$ cat src/rtl/tm1638_key_reader.sv
// tm1638_key_reader: issues one TM1638 key-scan transaction per start pulse.
// The transaction is: strobe low, send read command 0x42 LSB first, turnaround
// wait, clock in 32 key bits LSB first, then release the strobe. When the scan
// completes, the four scan bytes appear on raw and the decoded keys on keys.
// Optional build macro TM1638_KEY_DEBOUNCE_EN: keys change only when two
// consecutive completed scans return identical raw data.
//
// Handshake: start is a single-cycle request that is honoured only while
// busy=0; valid is a single-cycle pulse marking the cycle raw/keys change.
// state_dbg exposes the FSM state encoding for external checkers.
module tm1638_key_reader #(
  parameter int CLK_DIV     = 4,
  parameter int WAIT_CYCLES = 8
) (
  input  logic        clk,
  input  logic        rst,
  input  logic        start,
  output logic        busy,
  output logic        valid,
  output logic [31:0] raw,
  output logic [7:0]  keys,
  output logic        stb,
  output logic        tm_clk,
  output logic        dio_out,
  output logic        dio_oe,
  input  logic        dio_in,
  output logic [2:0]  state_dbg
);

  localparam logic [7:0] CMD_READ   = 8'h42;
  localparam logic [9:0] HALF       = 10'(CLK_DIV);
  localparam logic [9:0] HALF_LAST  = 10'(CLK_DIV - 1);
  localparam logic [9:0] BIT_LAST   = 10'(2 * CLK_DIV - 1);
  localparam logic [9:0] WAIT_LAST  = 10'(WAIT_CYCLES - 1);

  typedef enum logic [2:0] {
    IDLE        = 3'd0,
    STB_SETUP   = 3'd1,
    CMD_SEND    = 3'd2,
    WAIT_READ   = 3'd3,
    DATA_READ   = 3'd4,
    STB_RELEASE = 3'd5
  } state_t;

  state_t      state, state_next;
  logic [9:0]  cnt, cnt_next;
  logic [4:0]  bit_idx, bit_next;
  logic [31:0] shadow, shadow_next;
  logic        done;

`ifdef TM1638_KEY_DEBOUNCE_EN
  logic [31:0] prev_raw;
`endif

  // Key matrix layout: bit 0 and bit 4 of each scan byte carry one key each.
  function automatic logic [7:0] decode_keys(input logic [31:0] r);
    decode_keys = {r[28], r[20], r[12], r[4], r[24], r[16], r[8], r[0]};
  endfunction

  // Next-state, counters, read shadow and bus pin levels.
  always_comb begin
    state_next  = state;
    cnt_next    = cnt;
    bit_next    = bit_idx;
    shadow_next = shadow;
    done        = 1'b0;
    stb         = 1'b1;
    tm_clk      = 1'b1;
    dio_out     = 1'b0;
    dio_oe      = 1'b0;
    case (state)
      IDLE: begin
        if (start) begin
          state_next = STB_SETUP;
          cnt_next   = '0;
          bit_next   = '0;
        end
      end
      STB_SETUP: begin
        stb = 1'b0;
        if (cnt == HALF_LAST) begin
          cnt_next   = '0;
          state_next = CMD_SEND;
        end else begin
          cnt_next = cnt + 10'd1;
        end
      end
      CMD_SEND: begin
        stb     = 1'b0;
        dio_oe  = 1'b1;
        tm_clk  = (cnt >= HALF);
        dio_out = CMD_READ[bit_idx[2:0]];
        if (cnt == BIT_LAST) begin
          cnt_next = '0;
          if (bit_idx == 5'd7) begin
            bit_next   = '0;
            state_next = WAIT_READ;
          end else begin
            bit_next = bit_idx + 5'd1;
          end
        end else begin
          cnt_next = cnt + 10'd1;
        end
      end
      WAIT_READ: begin
        stb = 1'b0;
        if (cnt == WAIT_LAST) begin
          cnt_next   = '0;
          state_next = DATA_READ;
        end else begin
          cnt_next = cnt + 10'd1;
        end
      end
      DATA_READ: begin
        stb    = 1'b0;
        tm_clk = (cnt >= HALF);
        // Sample on the first high cycle; the chip drives data after the fall.
        if (cnt == HALF) shadow_next[bit_idx] = dio_in;
        if (cnt == BIT_LAST) begin
          cnt_next = '0;
          if (bit_idx == 5'd31) begin
            bit_next   = '0;
            state_next = STB_RELEASE;
          end else begin
            bit_next = bit_idx + 5'd1;
          end
        end else begin
          cnt_next = cnt + 10'd1;
        end
      end
      STB_RELEASE: begin
        if (cnt == HALF_LAST) begin
          cnt_next   = '0;
          state_next = IDLE;
          done       = 1'b1;
        end else begin
          cnt_next = cnt + 10'd1;
        end
      end
      default: begin
        state_next = IDLE;
        cnt_next   = '0;
        bit_next   = '0;
      end
    endcase
  end

  // FSM state, counters and read shadow register.
  always_ff @(posedge clk) begin
    if (rst) begin
      state   <= IDLE;
      cnt     <= '0;
      bit_idx <= '0;
      shadow  <= '0;
    end else begin
      state   <= state_next;
      cnt     <= cnt_next;
      bit_idx <= bit_next;
      shadow  <= shadow_next;
    end
  end

  // Publish a completed scan; only finished scans ever reach raw/keys.
  always_ff @(posedge clk) begin
    if (rst) begin
      valid <= 1'b0;
      raw   <= '0;
      keys  <= '0;
`ifdef TM1638_KEY_DEBOUNCE_EN
      prev_raw <= '0;
`endif
    end else begin
      valid <= done;
      if (done) begin
        raw <= shadow;
`ifdef TM1638_KEY_DEBOUNCE_EN
        if (shadow == prev_raw) keys <= decode_keys(shadow);
        prev_raw <= shadow;
`else
        keys <= decode_keys(shadow);
`endif
      end
    end
  end

  assign busy      = (state != IDLE);
  assign state_dbg = state;

endmodule

$ cat config.mk
export PLATFORM = sky130hd
export DESIGN_NAME = tm1638_key_reader
export DESIGN_NICKNAME = d
export VERILOG_FILES = /design/src/rtl/tm1638_key_reader.sv
export SDC_FILE = /design/constraint.sdc
export NUM_CORES = 1
export LEC_CHECK = 0
export BUFFER_PORTS_ARGS = -buffer_cell sky130_fd_sc_hd__buf_2
export CELL_PAD_IN_SITES_DETAIL_PLACEMENT = 1
export CELL_PAD_IN_SITES_GLOBAL_PLACEMENT = 1
export CORE_MARGIN = 3
export CORE_UTILIZATION = 46
export CTS_CLUSTER_SIZE = 14
export DETAILED_ROUTE_END_ITERATION = 12
export PLACE_DENSITY_LB_ADDON = 0.1
export SETUP_SLACK_MARGIN = 0.15
export SLEW_MARGIN = 20
export SYNTH_ARGS = -nofsm -noshare
export SYNTH_HDL_FRONTEND = slang
export SYNTH_SLANG_ARGS = --single-unit
$ cat constraint.sdc
create_clock -name clk -period 4.8 [get_ports clk]
set_clock_uncertainty 0.1 [all_clocks]
set_input_delay 0.24 -clock clk [delete_from_list [all_inputs] [get_ports clk]]
set_output_delay 0.24 -clock clk [all_outputs]
set_load 0.01 [all_outputs]
Word level (Yosys, flattened, before mapping)
Memories as Yosys holds them, arrays and structs flattened. A register that Yosys moved wholly into a read port is not among the register bits.
Cells that the tools add are included.
Word-level totals
  bits in registers: 91
  memories: 1
  logic and storage cells: 75
  bits in read-only memories: 8
  input bits: 4
  output and inout port bits: 49
Cells by class
  $add $sub $neg: 2
  muxes and demuxes: 31
  reduce and logical (&&, ||, !) cells: 11
  equal/unequal tests: 18
  bitwise logic cells: 1
  magnitude comparators: 4
Memory list
  (no name shown): depth 8, width 1, rd ports 1, clocked after memory_dff 1, write ports 0, RTL line 92  | dio_out = CMD_READ[bit_idx[2:0]];
Operators with widths (count)
  bitwise mux 32 bit: 1
  2-to-1 mux 10 bit: 3
  2-to-1 mux 3 bit: 10
  one-hot mux 10 bit (3 select lines): 1
  2-to-1 mux 5 bit: 5
  == test 10 x 3 -> 1 bit (second input constant): 2
  one-hot mux 5 bit (4 select lines): 1
  one-hot mux 3 bit (6 select lines): 1
  inequality test 2 bit (second input constant): 8
  adder 10 x 1 -> 10 bit (second input constant): 1
  == test 10 x 2 -> 1 bit (second input constant): 1
  greater-or-equal comparator 10 x 3 -> 1 bit (second input constant): 1
  2-to-1 mux 1 bit: 8
  AND reduction 8 bit: 1
  == test 3 x 2 -> 1 bit (second input constant): 2
  == test 3 bit (second input constant): 2
  less-than comparator 5 x 6 -> 1 bit (second input constant): 1
  OR reduction 3 bit: 2
  adder 5 x 1 -> 5 bit (second input constant): 1
  demux 1 bit (select 5 bit): 1
  == test 5 x 3 -> 1 bit (second input constant): 1
  == test 5 bit (second input constant): 1
  greater-or-equal comparator 5 x 1 -> 1 bit (second input constant): 1
  less-than comparator 3 x 4 -> 1 bit (second input constant): 1
  9 further kinds: 10

Depth between registers and ports, before layout
Gate-level depths: netlist of the first run.
  depth after elaboration: 6
  depth in mapped cells: 9
  mapped depth without buffers: 8

Least setup slack after synthesis of the first run
OpenSTA, ideal clock, no wires.
  path type: register -> register
  start: register bit_idx[0]
  end: register bit_idx[3]
  data arrival time: 2348 ps
  path slack: 2282 ps
  cell stages (with the launch flop): 9
  path buffers: 1
  cell sequence: dfxtp_1 ha_1 clkbuf_1 and3_1 ha_1 nor4b_1 o22a_1 or4b_1 a21oi_1
Between the ends
  longest elaborated chain between the ends: 4
RTL lines
  start: declaration: RTL line 47  | logic [4:0] bit_idx, bit_next;
  start signal: assignment: RTL line 158  | bit_idx <= bit_next;
  adder 5 x 1 -> 5 bit (tied with other cells): RTL line 99, 125
  2-to-1 mux 5 bit, on equally long branches: RTL line 121, 95
  2-to-1 mux 5 bit, on equally long branches: RTL line 119, 93
  one-hot mux 5 bit (4 select lines) (*): RTL line 71  | case (state)
Mark *: on every way between the ends. The rest lies on a longest branch, timed or not. The select of a mux whose other input is x is not followed.
A chain may end at the register's enable or synchronous reset.

Final worst setup path of the first run
Ends and elaborated chain as after synthesis.

==> flow_summary_export.csv, run 1 <==
group,metric,value,unit
global_route,grt_usage,20.5,%
sta,period_needed,2.86,ns
sta,grt_setup_unrepaired,"no",
synth,synthMuxAreaShare,8.80,%
power_and_ir_drop,p_seq_share,57.9,%
cts,h-tree-depth,3,
die,rows,32,
power_and_ir_drop,power_density,286,mW/mm2
layout,drive_above_1_share,16.1,%
synth,yosysSeqAreaShare,43.3,%
synth,synth_top_family_by_area,"simple AND/OR/NAND/NOR gates",
sta,slew-limit-headroom,48.4,%
layout,final_common_cell,"dfxtp_1",
cts,clockRootBuffer,"clkbuf_8",
cts,cts_setup_buffers,0,
layout,final_cell_mix,"dfxtp_1 (84), nand2_1 (80), buf_2 (52)",
global_route,grt_pass1_wl,16500,um
route,wl,9460,um
sta,tns,0,ns
synth,synth_edf_count,0,
cts,cts.sinks,84,
global_route,grt_max_degree,45,
cts,cts_buffers,9,
synth,synthAdderAreaFrac,2.26,%
power_and_ir_drop,clkPwrFrac,38.5,%
die,fp.dieArea,0.00958,mm2
critical_path,critPathCaptureType,"flop",
cts,clk_path_buf_depth,2,
cts,cts_resized,0,
critical_path,critPathKind,"flop to flop",
die,io_pins,53,
sta,maxSlewViolCount,0,
global_route,grt_pass1_vias,3408,
die,core,0.00797,mm2
place,gp_congestion,0.870,
route,initialDrtViolationCount,135,
global_route,antenna_found_initial,0,
flow_run,cap_violations,0,
synth,synth_ff_type,"dfxtp_1",
critical_path,cp.required,4.99,ns
synth,ys_warn_count,0,
critical_path,start_kind,"flop",
sta,fin_crit_sh,59.5,%
route,top_layer,"met4",
synth,synth_area_per_cell,8.23,um2
place,dpl.cell_count,583,
sta,setup_violations,0,
layout,area_growth,9.41,%
cts,clock_latency,0.36,ns
cts,cts_tree,"yes",
place,dp_hpwl,6190,um
synth,async_flop_share,0,%
run_status,status,"finished, final reports clean",
sta,worst-slew-pin-transition,0.774,ns
route,via_count,3353,
route,via_per_inst,5.61,
route,dr_wl_met2,4590,um
layout,final_nets,503,
global_route,grt_overflow_total,0,
synth,ys_types,52,
synth,syn_inst,472,
route,met1_length,4420,um
route,wl_met3,309,um
critical_path,cp_max_fo,13,
worst_hold_path,hold_path_class,"primary input to flop",
layout,insertedDiodeCount,0,
synth,syn_area,0.00388,mm2
power_and_ir_drop,p_leak,1.84,nW
route,avgRoutedWirePerCell,15.8,um
route,ant_nets,0,
synth,synth_xor_area_share,0.226,%
die,initial_utilization,48.7,%
power_and_ir_drop,internal_power,901,uW
power_and_ir_drop,ir_worst_vdd,127,uV
power_and_ir_drop,power,1.21,mW
route,dr.pass1.iters,4,
route,drc_errors,0,
critical_path,cp_data_arrival_time,3.05,ns
sta,max_clock_freq,350,MHz
cts,path_clk_slew,0.09,ns
power_and_ir_drop,power_switching,314,uW
power_and_ir_drop,p_sw_share,25.8,%
layout,finalNonFillerCells,598,
synth,yosys.area_share.simple,28.2,%
synth,synth_nets,483,
power_and_ir_drop,pwr-share-comb,3.6,%
synth,synth_compound_area_share,11.2,%
cts,postCtsHoldBufs,0,
die,die_w,97.9,um
die,die_h,97.9,um
place,numPortBuffers,52,
synth,ys_ff_latch,84,
sta,finalHoldViolCount,0,
[Yosys cell counts, types with 5 or more instances]
cell | number | area share, %
mux2i_1 | 33 | 8.5
ha_1 | 7 | 2.3
o21ai_0 | 7 | 0.90
nand2_1 | 80 | 7.7
nor3_1 | 6 | 0.77
a21oi_1 | 44 | 5.7
nor3b_1 | 6 | 1.2
inv_1 | 6 | 0.58
clkbuf_1 | 31 | 3.0
dfxtp_1 | 84 | 43
nand3_1 | 42 | 5.4
buf_2 | 5 | 0.64
buf_4 | 8 | 1.5
nor2_1 | 45 | 4.4
[through the flow]
| stage | setup WS (ns) | area (um2) | utilization [%] | hold WS, ns |
|---|---|---|---|---|
| after floorplan | 2.28 | 3880 | - | 0.284 |
| after global placement | 2.19 | 4080 | 51.1 | 0.336 |
| after detailed placement | 2.00 | 4080 | 51.1 | 0.342 |
| after CTS | 1.97 | 4250 | 53.3 | 0.225 |
| after global routing | 1.80 | 4250 | 53.3 | 0.253 |
| final | 1.94 | 4250 | 53.3 | 0.230 |
[final timing paths]
kind                            startpoint         end  slack [ns]  depth (start not counted)
worst max-delay path            bit_idx[0]  bit_idx[3]        1.94                          7
worst min-delay path                 start      cnt[9]        0.23                          4
worst max register to register  bit_idx[0]  bit_idx[3]        1.94                          7
worst min register to register     raw[29]     raw[29]        0.35                          2
[power by group through the flow]
stage	registers (mW)	clock network, mW	logic, mW
6_report	0.703	0.468	0.0437
4_1_cts	0.703	0.478	0.0440
5_1_grt	0.704	0.507	0.0497
2_1_floorplan	0.717	0	0.0341
3_3_place_gp	0.719	0	0.0430
3_5_place_dp	0.719	0	0.0438
[layer usage]
metal  global-route usage, %  up-vias
met5                       0        -
met4                    6.92        0
met3                    3.14       12
met2                    34.6       61
met1                    26.6     1618
li1                        -     1662
[registers in the layout, indices dropped and copies added, names as in the netlist, named ones only]
signal     cells
raw           32
shadow        32
cnt           10
bit_idx        5
state_dbg      3
valid          1
[logic make-up (layout without fill, tap and decap cells)]
| kind of cell | after synthesis | count (layout) |
|---|---|---|
| xor+xnor | 1 | 1 |
| mux | 34 | 34 |
| simple gates | 222 | 222 |
| compound gates | 73 | 73 |
| buf+inv | 51 | 75 |
| fa+ha+maj | 7 | 7 |
| flops | 84 | 84 |
[layout make-up]
cell class	count	area [um2]
fillers	1004	3720
well taps	102	128
inverters	6	22.5
flip-flops and latches	84	1680
clock buffers	9	124
clock inverters	6	48.8
multi-input cells	337	1970
repair buffers	54	275
[critical path, stage by stage, from the launching register on]
cell,delay [ns]
dfxtp_1,0.38
ha_1,0.41
and3_1,0.27
ha_1,0.19
nor4b_1,0.50
o22a_1,0.34
or4b_1,0.46
a21oi_1,0.15
(Power assumes the default switching activity.)
==> run 2, diff against run 1 <==
- CORE_UTILIZATION: 46 -> 43
- clock period: 4.8 -> 2.88 ns (I/O delays scaled with it)
==> run 2 against run 1 <==
Against the previous run:
- flip-flop and latch count unchanged
- total power up 75%
- core utilization down 3.6 points
- hold slack worse by 0.12 ns
- largest power group unchanged
- critical path depth down 1
- via count unchanged
- design area up 2.5%
- critical path type unchanged
- largest cell class unchanged
==> flow_summary_export.csv, run 2 (synthesized netlist as in run 1, its figures left out) <==
group,metric,value,unit
place,dpl-instance-area,0.00414,mm2
worst_hold_path,worstHoldStart,"start",
sta,tns,0,ns
sta,setup_violations,0,
worst_hold_path,hold_path_end,"cnt[9]",
route,drc_errors,0,
critical_path,critPathBufInv,0,
die,fp.dieArea,0.0102,mm2
route,dr.pass1.iters,4,
die,die_h,101,um
critical_path,slowest_delay,0.55,ns
layout,drive_above_1_share,17.5,%
layout,top_regs,"raw: 32 flops, shadow: 32 flops, cnt: 10 flops",
layout,postLayoutCoreUtil,49.7,%
critical_path,cp_max_fo,11,
global_route,grt_overflow_total,0,
route,via_count,3353,
critical_path,cp.required,3.05,ns
critical_path,cp_data_arrival_time,2.69,ns
cts,cts_tree,"yes",
place,dp_hpwl,6320,um
layout,final_nets,509,
cts,cts.sinks,84,
sta,slew-limit-headroom,40.4,%
route,avgRoutedWirePerCell,15.7,um
critical_path,rrSetupSlack,0.36,ns
layout,final_cell_mix,"dfxtp_1 (84), nand2_1 (80), buf_2 (52)",
route,ant_nets,0,
cts,clk_path_buf_depth,2,
power_and_ir_drop,power_density,489,mW/mm2
sta,max_clock_freq,397,MHz
cts,clock_latency,0.35,ns
layout,area_growth,12.1,%
layout,insertedDiodeCount,0,
cts,cts_buffers,9,
power_and_ir_drop,ir_worst_vdd,265,uV
critical_path,critPathCaptureType,"flop",
layout,final_common_cell,"dfxtp_1",
die,core,0.00876,mm2
die,io_pins,53,
power_and_ir_drop,p_leak,1.89,nW
place,numPortBuffers,52,
cts,h-tree-depth,3,
global_route,grt_usage,19.4,%
critical_path,slowest_stage,"or4b_1",
sta,maxSlewViolCount,0,
die,die_w,101,um
sta,worst-slew-pin-transition,0.893,ns
sta,finalHoldViolCount,0,
critical_path,path_depth,6,
critical_path,start_kind,"flop",
sta,grt_setup_unrepaired,"no",
flow_run,cap_violations,0,
layout,nFillCells,1090,
critical_path,rr_worst_depth,6,
critical_path,path_delay_family,"simple AND/OR/NAND/NOR gates",
route,wl,9600,um
critical_path,worstPathCellList,"ha_1 > nor4b_2 > nand3_1 > a22o_1 > or4b_1 > a21oi_1",
cts,path_clk_slew,0.09,ns
critical_path,timing.rr.end,"bit_idx[4]",
route,via_per_inst,5.49,
die,initial_utilization,44.3,%
critical_path,critPathKind,"flop to flop",
run_status,status,"finished, final reports clean",
critical_path,r2r-start,"cnt[1]",
die,rows,34,
route,initialDrtViolationCount,122,
global_route,grt_pass1_wl,15900,um
place,gp_congestion,0.836,
worst_hold_path,hold_path_class,"primary input to flop",
worst_hold_path,hold_depth,4,
global_route,antenna_found_initial,0,
global_route,grt_pass1_vias,3276,
global_route,grt_max_degree,87,
cts,clockRootBuffer,"clkbuf_8",
layout,design_area,0.00435,mm2
sta,period_needed,2.52,ns
sta,fin_crit_sh,87.4,%
cts,cts_setup_buffers,0,
cts,postCtsHoldBufs,0,
sta,holdWs,0.107,ns
-- run 2: cell types whose count changed in the layout (fill, tap and decap cells not counted) --
cell,previous run,this run
buf_4,2,7
buf_12,0,1
bufinv_16,0,1
clkbuf_8,9,10
inv_6,2,1
nor4b_1,3,2
nor4b_2,1,2
-- run 2: metal layers --
layer / up-vias / global-route usage [%] / part of all wire (%)
li1: 1668 / - / -
met1: 1608 / 25.7 / 48
met2: 57 / 30.9 / 47
met3: 20 / 3.81 / 3.5
met4: 0 / 7.98 / 2.2
met5: - / 0 / 0
-- run 2: metrics by stage --
stage	power [mW]	setup WS, ns	cells
finish	2.13	0.362	611
global route	2.22	0.233	611
floorplan	1.25	0.362	472
global placement	1.27	0.521	595
CTS	2.17	0.302	611
detailed placement	1.28	0.347	595
-- run 2: how the worst max path moves through the flow --
stage | slack (ns) | end | startpoint
3_3_place_gp | 0.52 | bit_idx[3] | bit_idx[0]
4_1_cts | 0.30 | flop | bit_idx[0]
2_1_floorplan | 0.36 | bit_idx[3] | bit_idx[0]
3_5_place_dp | 0.35 | bit_idx[3] | bit_idx[0]
6_report | 0.36 | bit_idx[4] | cnt[1]
5_1_grt | 0.23 | bit_idx[4] | cnt[1]
-- run 2: cell type report --
type / instances / area, um2 / area share (%)
multi-input cells: 337 / 1970 / 45.3
flip-flops and latches: 84 / 1680 / 38.6
repair buffers: 60 / 333 / 7.64
clock buffers: 10 / 138 / 3.16
well taps: 108 / 135 / 3.10
clock inverters: 6 / 70.1 / 1.61
inverters: 6 / 22.5 / 0.517
-- run 2: report_power, final --
group | leakage (nW) | switching, mW | internal (mW)
logic | 1.11 | 0.0554 | 0.0204
registers | 0.677 | 0.00730 | 1.16
clock network | 0.101 | 0.448 | 0.432
total | 1.89 | 0.511 | 1.62
-- run 2: worst register-to-register path, stage by stage (launching register included) --
cell and delay (ns):
dfxtp_1 0.42, ha_1 0.31, nor4b_2 0.35, nand3_1 0.18
a22o_1 0.36, or4b_1 0.55, a21oi_1 0.17
-- run 2: timing repair --
item	in CTS	in global routing
resized for setup	0	1
endpoints found under the hold margin	0	0
endpoints found under the setup margin	0	2
